$ cat config.mk
export PLATFORM = sky130hd
export DESIGN_NAME = mem_bus_bridge
export DESIGN_NICKNAME = d
export VERILOG_FILES = /design/src/rtl/mem_bus_bridge.sv
export SDC_FILE = /design/constraint.sdc
export NUM_CORES = 1
export LEC_CHECK = 0
export ABC_CLOCK_PERIOD_IN_PS = 1850
export BUFFER_PORTS_ARGS = -buffer_cell sky130_fd_sc_hd__clkbuf_2
export CELL_PAD_IN_SITES_DETAIL_PLACEMENT = 1
export CELL_PAD_IN_SITES_GLOBAL_PLACEMENT = 2
export CORE_ASPECT_RATIO = 0.75
export CORE_MARGIN = 3
export CORE_UTILIZATION = 29
export DETAILED_ROUTE_END_ITERATION = 7
export PLACE_DENSITY = 0.83
export SKIP_CTS_REPAIR_TIMING = 1
export SYNTH_ARGS = -nofsm -noshare
export SYNTH_HDL_FRONTEND = slang
export SYNTH_SLANG_ARGS = --single-unit
$ cat constraint.sdc
create_clock -name clk -period 1.85 [get_ports clk]
set_input_delay 0.0925 -clock clk [delete_from_list [all_inputs] [get_ports clk]]
set_output_delay 0.0925 -clock clk [all_outputs]
set_load 0.05 [all_outputs]
$ cat src/rtl/mem_bus_bridge.sv
// Core load/store to valid/ready bus bridge; 4 cycles capture-to-done minimum, one access outstanding.
// Backpressure: core stalled while busy; bus_valid held until bus_ready, withdrawn only on timeout abort.
module mem_bus_bridge #(
  parameter int TIMEOUT_CYCLES = 256
) (
  input  logic        clk,
  input  logic        reset,
  input  logic        core_req,
  input  logic        core_we,
  input  logic [31:0] core_addr,
  input  logic [31:0] core_wdata,
  input  logic [3:0]  core_wmask,
  output logic [31:0] core_rdata,
  output logic        core_done,
  output logic        core_err,
  output logic        core_stall,
  output logic        bus_valid,
  input  logic        bus_ready,
  output logic [31:0] bus_addr,
  output logic        bus_we,
  output logic [31:0] bus_wdata,
  output logic [3:0]  bus_wstrb,
  input  logic        bus_rvalid,
  input  logic [31:0] bus_rdata,
  input  logic        bus_rerr
);

  localparam int CW_RAW = $clog2(TIMEOUT_CYCLES + 1);
  localparam int CW     = (CW_RAW < 1) ? 1 : CW_RAW;
  localparam logic [CW-1:0] TLAST = CW'((TIMEOUT_CYCLES > 0) ? TIMEOUT_CYCLES - 1 : 0);

  typedef enum logic [1:0] {IDLE, REQ, WAIT, DONE} state_t;

  state_t        state, state_nx;
  logic [CW-1:0] cnt, cnt_nx;
  logic          timeout;

  logic          bus_valid_nx, bus_we_nx, core_done_nx, core_err_nx;
  logic [31:0]   bus_addr_nx, bus_wdata_nx, core_rdata_nx;
  logic [3:0]    bus_wstrb_nx;

  assign timeout    = (TIMEOUT_CYCLES != 0) && (cnt == TLAST);
  assign core_stall = ((state != IDLE) || core_req) && !core_done;

  always_comb begin
    state_nx      = state;
    cnt_nx        = cnt;
    bus_valid_nx  = bus_valid;
    bus_addr_nx   = bus_addr;
    bus_we_nx     = bus_we;
    bus_wdata_nx  = bus_wdata;
    bus_wstrb_nx  = bus_wstrb;
    core_rdata_nx = core_rdata;
    core_done_nx  = 1'b0;
    core_err_nx   = 1'b0;
    case (state)
      IDLE: begin
        if (core_req) begin
          state_nx     = REQ;
          cnt_nx       = '0;
          bus_valid_nx = 1'b1;
          bus_addr_nx  = {core_addr[31:2], 2'b00};
          bus_we_nx    = core_we;
          bus_wdata_nx = core_wdata;
          bus_wstrb_nx = core_we ? core_wmask : 4'b0000;
        end
      end
      REQ: begin
        cnt_nx = cnt + CW'(1);
        // A handshake in the timeout cycle still counts as progress.
        if (bus_ready) begin
          state_nx     = WAIT;
          bus_valid_nx = 1'b0;
        end else if (timeout) begin
          state_nx      = DONE;
          bus_valid_nx  = 1'b0;
          core_done_nx  = 1'b1;
          core_err_nx   = 1'b1;
          core_rdata_nx = '0;
        end
      end
      WAIT: begin
        cnt_nx = cnt + CW'(1);
        if (bus_rvalid) begin
          state_nx      = DONE;
          core_done_nx  = 1'b1;
          core_err_nx   = bus_rerr;
          core_rdata_nx = bus_rdata;
        end else if (timeout) begin
          state_nx      = DONE;
          core_done_nx  = 1'b1;
          core_err_nx   = 1'b1;
          core_rdata_nx = '0;
        end
      end
      DONE: begin
        state_nx = IDLE;
      end
      default: begin
        state_nx     = IDLE;
        bus_valid_nx = 1'b0;
      end
    endcase
  end

  always_ff @(posedge clk or negedge reset) begin
    if (!reset) begin
      state      <= IDLE;
      cnt        <= '0;
      bus_valid  <= 1'b0;
      bus_addr   <= '0;
      bus_we     <= 1'b0;
      bus_wdata  <= '0;
      bus_wstrb  <= '0;
      core_rdata <= '0;
      core_done  <= 1'b0;
      core_err   <= 1'b0;
    end else begin
      state      <= state_nx;
      cnt        <= cnt_nx;
      bus_valid  <= bus_valid_nx;
      bus_addr   <= bus_addr_nx;
      bus_we     <= bus_we_nx;
      bus_wdata  <= bus_wdata_nx;
      bus_wstrb  <= bus_wstrb_nx;
      core_rdata <= core_rdata_nx;
      core_done  <= core_done_nx;
      core_err   <= core_err_nx;
    end
  end

endmodule
; ---- Word-level counts from Yosys, hierarchy flattened
; Index checks and enable logic that the tools add are counted.
[op_classes]
div_mod_pow = 0
multipliers = 0
mux = 22
eq_ne = 7
shifts = 0
n_reduce_logical = 13
n_bitwise = 0
n_lt_le_gt_ge = 0
add_sub_neg = 1
[op_table]
columns = op, n
row1 = 2-to-1 mux 32 bit, 3
row2 = one-hot mux 32 bit (2 select lines), 1
row3 = one-hot mux 9 bit (2 select lines), 1
row4 = adder 9 x 1 -> 9 bit (second input constant), 1
row5 = equality test 9 x 8 -> 1 bit (second input constant), 1
row6 = 2-to-1 mux 9 bit, 1
row7 = 2-to-1 mux 2 bit, 4
row8 = one-hot mux 2 bit (4 select lines), 1
row9 = nonzero test 2 bit, 4
row10 = 2-to-1 mux 1 bit, 7
row11 = one-hot mux 1 bit (2 select lines), 3
row12 = AND reduction 2 bit, 3
row13 = equality test 2 bit (second input constant), 2
row14 = 2-to-1 mux 4 bit, 1
row15 = inequality test 2 bit (second input constant), 2
row16 = inequality test 3 bit (second input constant), 1
row17 = AND reduction 3 bit, 1
row18 = equality test 2 x 1 -> 1 bit (second input constant), 1
row19 = logical NOT 2 bit, 1
row20 = OR reduction 2 bit, 1
row21 = logical AND 1 bit, 1
row22 = logical NOT 1 bit, 1
row23 = logical OR 1 bit, 1
[totals]
elab_cells = 53
latchBits = 0
romBits = 0
register_bits = 113
memories = 0
ram_bits = 0
out_inout_bits = 105

; ---- Longest topological paths before layout
; Gate-level depths: netlist of the first run.
[depth]
ltp_word = 4
ltp_mapped = 8

; ---- Least setup slack after synthesis of the first run
; OpenSTA, ideal clock, no wires.
[synth_path]
path_type = register -> register
from = register cnt[0]
to = register core_rdata[0]
t_arrival_ns = 1.622
path_stages_with_launch = 9
path_buffers = 1
slack_ns = 0.161
cell_sequence = dfrtp_1 ha_1 nand3_1 nor2_1 ha_1 a21o_1 o211ai_1 buf_2 a22o_1
[synth_between]
elab_chain_len = 4
[synth_rtl]
columns = element, line_no
row1 = start: declaration, 35  ; logic [CW-1:0] cnt, cnt_nx;
row2 = start signal: assignment, 120  ; cnt <= cnt_nx;
row3 = equality test 9 x 8 -> 1 bit (*), 42  ; assign timeout = (TIMEOUT_CYCLES != 0) && (cnt == TLAST);
row4 = 2-to-1 mux 32 bit (*), -
row5 = "2-to-1 mux 32 bit, on equally long branches", -
row6 = one-hot mux 32 bit (2 select lines) (*), -
row7 = end signal: assignment, 126  ; core_rdata <= core_rdata_nx;
row8 = end: declaration, 13  ; output logic [31:0] core_rdata,
; Mark *: on every way between the ends. The rest lies on a longest branch, timed or not. The select of a mux whose other input is x is not followed.
; A chain may end at the register's enable or synchronous reset.

; ---- Final worst setup path of the first run
[layout_path]
from = register cnt[0]
to = register core_rdata[24]
; Same word-level chain as after synthesis.

==> results.json, run 1 <==
{
  "crit_path_frequent_cell": "ha_2",
  "path_class": "reg2reg",
  "startpoint_type": "flip-flop",
  "power.density_nw_per_um2": 2080,
  "clkTransAtPathRegs_ns": 0.05,
  "grt_pass1_vias": 3788,
  "drt_pass1_iterations": 4,
  "yosys.area.top_type": "dfrtp_1",
  "io_pins": 212,
  "synth.area.top_cells": "dfrtp_1 64%, mux2_2 16%, a22o_1 6.6%",
  "hold_violations": 0,
  "period_minus_slack_ns": 1.82,
  "synth_area_per_cell_um2": 14.4,
  "tightest_slew_ns": 0.505,
  "yosysWarnings": 0,
  "outcome": "finished clean",
  "critPathArrivalTime_ns": 2.10,
  "worst-path-max-fanout": 32,
  "grt_pass1_wl_um": 19000,
  "setup_slack_ns": 0.0333,
  "yosysUniqueCellTypes": 33,
  "postSynthCellCount": 305,
  "drt-total-wl_um": 14900,
  "start_util_pct": 30.0,
  "die_y_um": 113,
  "hold_path_depth": 3,
  "reg2reg_from": "cnt[0]$_DFFE_PN0P_",
  "rr_worst_depth": 8,
  "rows": 38,
  "track_usage_pct": 14.5,
  "cts_tree": "built",
  "ys_ff_latch": 113,
  "holdPathEnd": "core_done$_DFF_PN0_",
  "crit_family": "compound AO/OA/AOI/OAI gates",
  "die_area_um2": 16700,
  "cp_slowest_cell": "dfrtp_1",
  "syn_to_final_growth_pct": 70.0,
  "max_stage_delay_ns": 0.39,
  "drc": 0,
  "fin_nets": 751,
  "netlist_area_um2": 4390,
  "synth_top_area_share_pct": 64.4,
  "grt_remaining_overflow": 0,
  "peakVddDrop_mv": 1.42,
  "cp.depth": 8,
  "cts_max_level": 4,
  "detailedPlace.worstSlack_ns": 0.0896,
  "via_per_inst": 4.53,
  "cts-root-buf": "clkbuf_16",
  "cts_buffers": 17,
  "slew_headroom_pct": 66.3,
  "grt_setup_unrepaired": "yes",
  "end_kind": "flip-flop",
  "coreArea_um2": 14600,
  "ant_nets": 0,
  "cts.sinks": 113,
  "num_vias": 3867,
  "nFillCells": 1614,
  "grt_max_degree": 45,
  "dp_hpwl_um": 8930,
  "r2r_slack_ns": 0.03,
  "finalCritPeriodShare_pct": 98.2,
  "fmax_mhz": 550,
  "clk_latency_ns": 0.41,
  "portBuffers": 207,
  "maxSlewViolCount": 0,
  "ys_seq_area_share_pct": 64.4,
  "startpoint": "cnt[0]$_DFFE_PN0P_",
  "drv_cap": 0,
  "cp_num_buf_inv": 1,
  "post_drt_wl_per_cell_um": 17.4,
  "dr.first_iter.drc_count": 98,
  "finalClockSkew_ns": 0.00547,
  "cp_cell_sequence": "ha_2 > nand3_2 > nor2_1 > ha_2 > a21o_1 > o211ai_1 > clkbuf_16 > a22o_1",
  "final_util_pct": 51.0,
  "gp_congestion": 0.713,
  "antenna_found_initial": 3,
  "drive_gt1_share_pct": 50.1,
  "critPathRequiredTime_ns": 2.14,
  "finalSetupViolations": 0,
  "die_w_um": 148,
  "cts_buffer_depth": 2,
  "holdCritPathClass": "in2reg",
  "setup_tns_ns": 0,
  "power_leakage_nw": 3.63,
  "hp-start": "bus_ready",
  "worstReg2RegEnd": "core_rdata[24]$_DFFE_PN0P_"
}
## final cells by class
type / instances / area [um2] / area share [%]
Multi-Input combinational cell: 172 / 1500 / 20.1
Sequential cell: 113 / 2830 / 37.9
Tap cell: 200 / 250 / 3.35
Clock buffer: 21 / 450 / 6.04
Clock inverter: 11 / 114 / 1.53
Timing Repair Buffer: 330 / 2300 / 30.8
Inverter: 4 / 15.0 / 0.201
Antenna cell: 3 / 7.51 / 0.101
## cells in the final DEF (no fill, tap or decap), types with 6 or more instances in the layout
cell,netlist,layout
dfrtp_1,113,113
dlygate4sd3_1,0,105
nand2_1,15,14
clkbuf_2,0,205
o21ai_0,12,12
mux2_2,63,63
a21oi_1,6,6
a22o_1,33,33
clkbuf_16,0,18
buf_4,2,14
clkinv_2,0,6
## state kept, by name, summed over array words and instances, names as in the netlist
| name | count |
|---|---|
| bus_addr | 30 |
| bus_wstrb | 4 |
| core_err | 1 |
| bus_we | 1 |
| bus_wdata | 32 |
| core_done | 1 |
| cnt | 9 |
| state | 2 |
| core_rdata | 32 |
| bus_valid | 1 |
## Yosys cell counts, drive strengths merged
master / number
mux2: 63
a21boi: 1
conb: 1
buf: 16
a2bb2oi: 1
a221oi: 1
nor2: 5
nand4: 1
a32o: 1
clkbuf: 1
o211a: 1
o211ai: 1
ha: 6
nand2: 15
nand2b: 2
inv: 4
o2bb2ai: 1
o31ai: 3
nand3: 4
o21ai: 12
or3: 2
mux2i: 1
a21oi: 6
a22o: 33
or4: 3
and3: 1
nor2b: 3
dfrtp: 113
or2b: 1
a21o: 1
o32a: 1
## per-stage QoR
step / total power, mW / cell area [um2] / instances / hold slack [ns]
6_report: 15.6 / 7460 / 854 / 0.100
5_1_grt: 16.3 / 7460 / 854 / 0.0850
4_1_cts: 15.3 / 6350 / 744 / -0.339
3_5_place_dp: 12.1 / 5790 / 712 / 0.108
3_3_place_gp: 11.9 / 5790 / 712 / 0.0929
2_1_floorplan: 10.0 / 4390 / 306 / -0.203
## worst register-to-register path, stage by stage (launching register included)
cell       delay (ns)
dfrtp_1          0.39
ha_2             0.21
nand3_2          0.07
nor2_1           0.11
ha_2             0.19
a21o_1           0.11
o211ai_1         0.13
clkbuf_16        0.22
a22o_1           0.28
## how the worst max path moves through the flow
stage	end	slack (ns)
after global routing	core_rdata[24]$_DFFE_PN0P_	-0.03
after CTS	core_stall	-0.17
after global placement	core_rdata[1]$_DFFE_PN0P_	0.12
after detailed placement	core_rdata[28]$_DFFE_PN0P_	0.09
final	core_rdata[24]$_DFFE_PN0P_	0.03
after floorplan	core_rdata[0]$_DFFE_PN0P_	0.16
## where the power goes
part           switching [mW]  leakage [nW]  internal (mW)
clock network            1.14         0.276           2.00
logic                    5.67          1.99           2.36
registers               0.722          1.36           3.66
## layer usage
metal | track usage, % | wire length [um] | share of wire (%) | vias to the layer above
met2 | 23.2 | 7720 | 52 | 154
met3 | 6.66 | 996 | 6.7 | 19
met4 | 5.60 | 252 | 1.7 | 0
met5 | 0 | 0 | 0 | -
li1 | - | - | - | 1778
met1 | 17.1 | 5920 | 40 | 1916
## logic make-up after synthesis
logic type	synth area share [%]
AO/OA/AOI/OAI	10.9
AND/OR/NAND/NOR	4.13
other	0.0854
adder cells (fa/ha/maj)	1.71
multiplexers	16.4
buffers and inverters	2.34
flip-flops	64.4
(Power assumes the default switching activity.)
==> run 2, diff against run 1 <==
--- a/config.mk
+++ b/config.mk
@@ -7,10 +7,11 @@
 export LEC_CHECK = 0
 export ABC_CLOCK_PERIOD_IN_PS = 1850
 export BUFFER_PORTS_ARGS = -buffer_cell sky130_fd_sc_hd__clkbuf_2
+export CAP_MARGIN = 0
 export CELL_PAD_IN_SITES_DETAIL_PLACEMENT = 1
 export CELL_PAD_IN_SITES_GLOBAL_PLACEMENT = 2
 export CORE_ASPECT_RATIO = 0.75
-export CORE_MARGIN = 3
+export CORE_MARGIN = 2
 export CORE_UTILIZATION = 29
 export DETAILED_ROUTE_END_ITERATION = 7
 export PLACE_DENSITY = 0.83
==> run 2 against run 1 <==
Effect of this change:
- worst hold slack got worse by 0.0090 ns
- sequential share of layout area decreased by 0.35 points
- global-route usage increased by 1.4 points
- register-to-register slack worse by 0.02 ns
- routed wire length rose by 1.7%
- sequential cell count unchanged
- via count shrank 0.49%
- core utilization up 0.47 points
- highest routed layer unchanged
==> results.json, run 2 (synthesis gave the netlist of run 1 again) <==
{
  "outcome": "finished clean",
  "syn_to_final_growth_pct": 71.5,
  "via_per_inst": 4.52,
  "dr.first_iter.drc_count": 97,
  "layout_commonest_cell": "clkbuf_2",
  "maxSlewViolCount": 0,
  "fin_nets": 751,
  "startpoint": "cnt[0]$_DFFE_PN0P_",
  "switching_share_pct": 47.8,
  "end_kind": "flip-flop",
  "r2r_slack_ns": 0.01,
  "critPathCapture": "core_rdata[27]$_DFFE_PN0P_",
  "hold_path_depth": 4,
  "grt_setup_unrepaired": "yes",
  "p_int_mw": 8.39,
  "clk_latency_ns": 0.41,
  "worst-path-max-fanout": 32,
  "final_cells": 851,
  "critPathRequiredTime_ns": 2.13,
  "grt_remaining_overflow": 0,
  "dp_hpwl_um": 8940,
  "grt_max_degree": 47,
  "antenna_cells": 0,
  "drive_gt1_share_pct": 50.8,
  "fmax_mhz": 544,
  "reg2reg_from": "cnt[0]$_DFFE_PN0P_",
  "worstReg2RegEnd": "core_rdata[27]$_DFFE_PN0P_",
  "drt_pass1_iterations": 4,
  "hold_violations": 0,
  "drc": 0,
  "final_util_pct": 51.4,
  "finalCritPeriodShare_pct": 99.4,
  "cts_buffer_depth": 2,
  "rows": 38,
  "drv_cap": 0,
  "mostFrequentLayoutCells": "205 x clkbuf_2, 113 x dfrtp_1, 105 x dlygate4sd3_1",
  "clkTransAtPathRegs_ns": 0.06,
  "post_drt_wl_per_cell_um": 17.8,
  "holdCritPathClass": "in2reg",
  "finalClockSkew_ns": 0.0112,
  "power_switching_mw": 7.67,
  "biggestRegsByFlops": "bus_wdata (32), core_rdata (32), bus_addr (30)",
  "die_area_um2": 16200,
  "cts_max_level": 4,
  "track_usage_pct": 15.9,
  "antenna_found_initial": 0,
  "die_y_um": 111,
  "rr_worst_depth": 8,
  "critPathArrivalTime_ns": 2.12,
  "die_w_um": 146,
  "coreArea_um2": 14600,
  "cts.sinks": 113,
  "power.density_nw_per_um2": 2130,
  "clockPowerShare_pct": 21.8,
  "p_seq_share_pct": 27.5,
  "peakVddDrop_mv": 1.15,
  "combPwrFrac_pct": 50.7,
  "place_inst": 709,
  "cts_buffers": 17,
  "grt_pass1_vias": 3801,
  "ant_nets": 0,
  "finalSetupViolations": 0,
  "nFillCells": 1558,
  "grt_pass1_wl_um": 20200,
  "cts-root-buf": "clkbuf_16",
  "timing.hold.ws_ns": 0.0913,
  "startpoint_type": "flip-flop",
  "power_leakage_nw": 3.65,
  "drt-total-wl_um": 15100,
  "io_pins": 212,
  "num_vias": 3848,
  "cts_tree": "built",
  "portBuffers": 207,
  "path_class": "reg2reg",
  "start_util_pct": 30.0,
  "period_minus_slack_ns": 1.84,
  "gp_congestion": 0.724
}
-- run 2: metrics by stage --
step,TNS (ns),cell area [um2],setup WS (ns),power [mW]
6_report,0,7530,0.0102,16.1
5_1_grt,-1.25,7530,-0.0625,16.8
4_1_cts,-0.291,6390,-0.159,15.7
3_5_place_dp,0,5760,0.00305,12.1
3_3_place_gp,0,5760,0.0636,11.9
2_1_floorplan,0,4390,0.161,10.0
-- run 2: worst min path at each step --
| stage | from | end |
|---|---|---|
| floorplan | reset | bus_addr[10]$_DFFE_PN0P_ |
| global placement | reset | bus_wstrb[3]$_DFFE_PN0P_ |
| detailed placement | reset | bus_wstrb[3]$_DFFE_PN0P_ |
| CTS | reset | bus_wstrb[1]$_DFFE_PN0P_ |
| global route | bus_ready | core_done$_DFF_PN0_ |
| finish | bus_ready | bus_valid$_DFFE_PN0P_ |
-- run 2: power groups by stage --
stage               logic (mW)  clock network, mW  registers (mW)
detailed placement        7.75                  0            4.37
floorplan                 1.83                  0            8.20
global route              8.54               3.71            4.56
finish                    8.14               3.51            4.42
CTS                       7.77               3.60            4.35
global placement          7.61                  0            4.29
-- run 2: cell type report --
class / instances / area, um2 / area share (%)
repair buffers: 330 / 2290 / 30.5
flip-flops and latches: 113 / 2830 / 37.5
multi-input cells: 172 / 1510 / 20.0
inverters: 4 / 15.0 / 0.199
clock inverters: 13 / 184 / 2.44
clock buffers: 19 / 453 / 6.01
well taps: 200 / 250 / 3.32
-- run 2: worst max-delay path: stages, from the launching register on --
cell,delay (ns)
dfrtp_1,0.39
ha_2,0.21
nand3_2,0.07
nor2_2,0.09
ha_2,0.20
a21o_1,0.12
o211ai_1,0.13
clkbuf_16,0.23
a22o_1,0.27
-- run 2: metal layers --
layer / vias to the layer above / global-route usage, % / share of wire (%)
met3: 23 / 6.61 / 6.2
met5: - / 0 / 0
met1: 1897 / 18.3 / 39
li1: 1780 / - / -
met2: 148 / 27.2 / 53
met4: 0 / 4.66 / 2.0
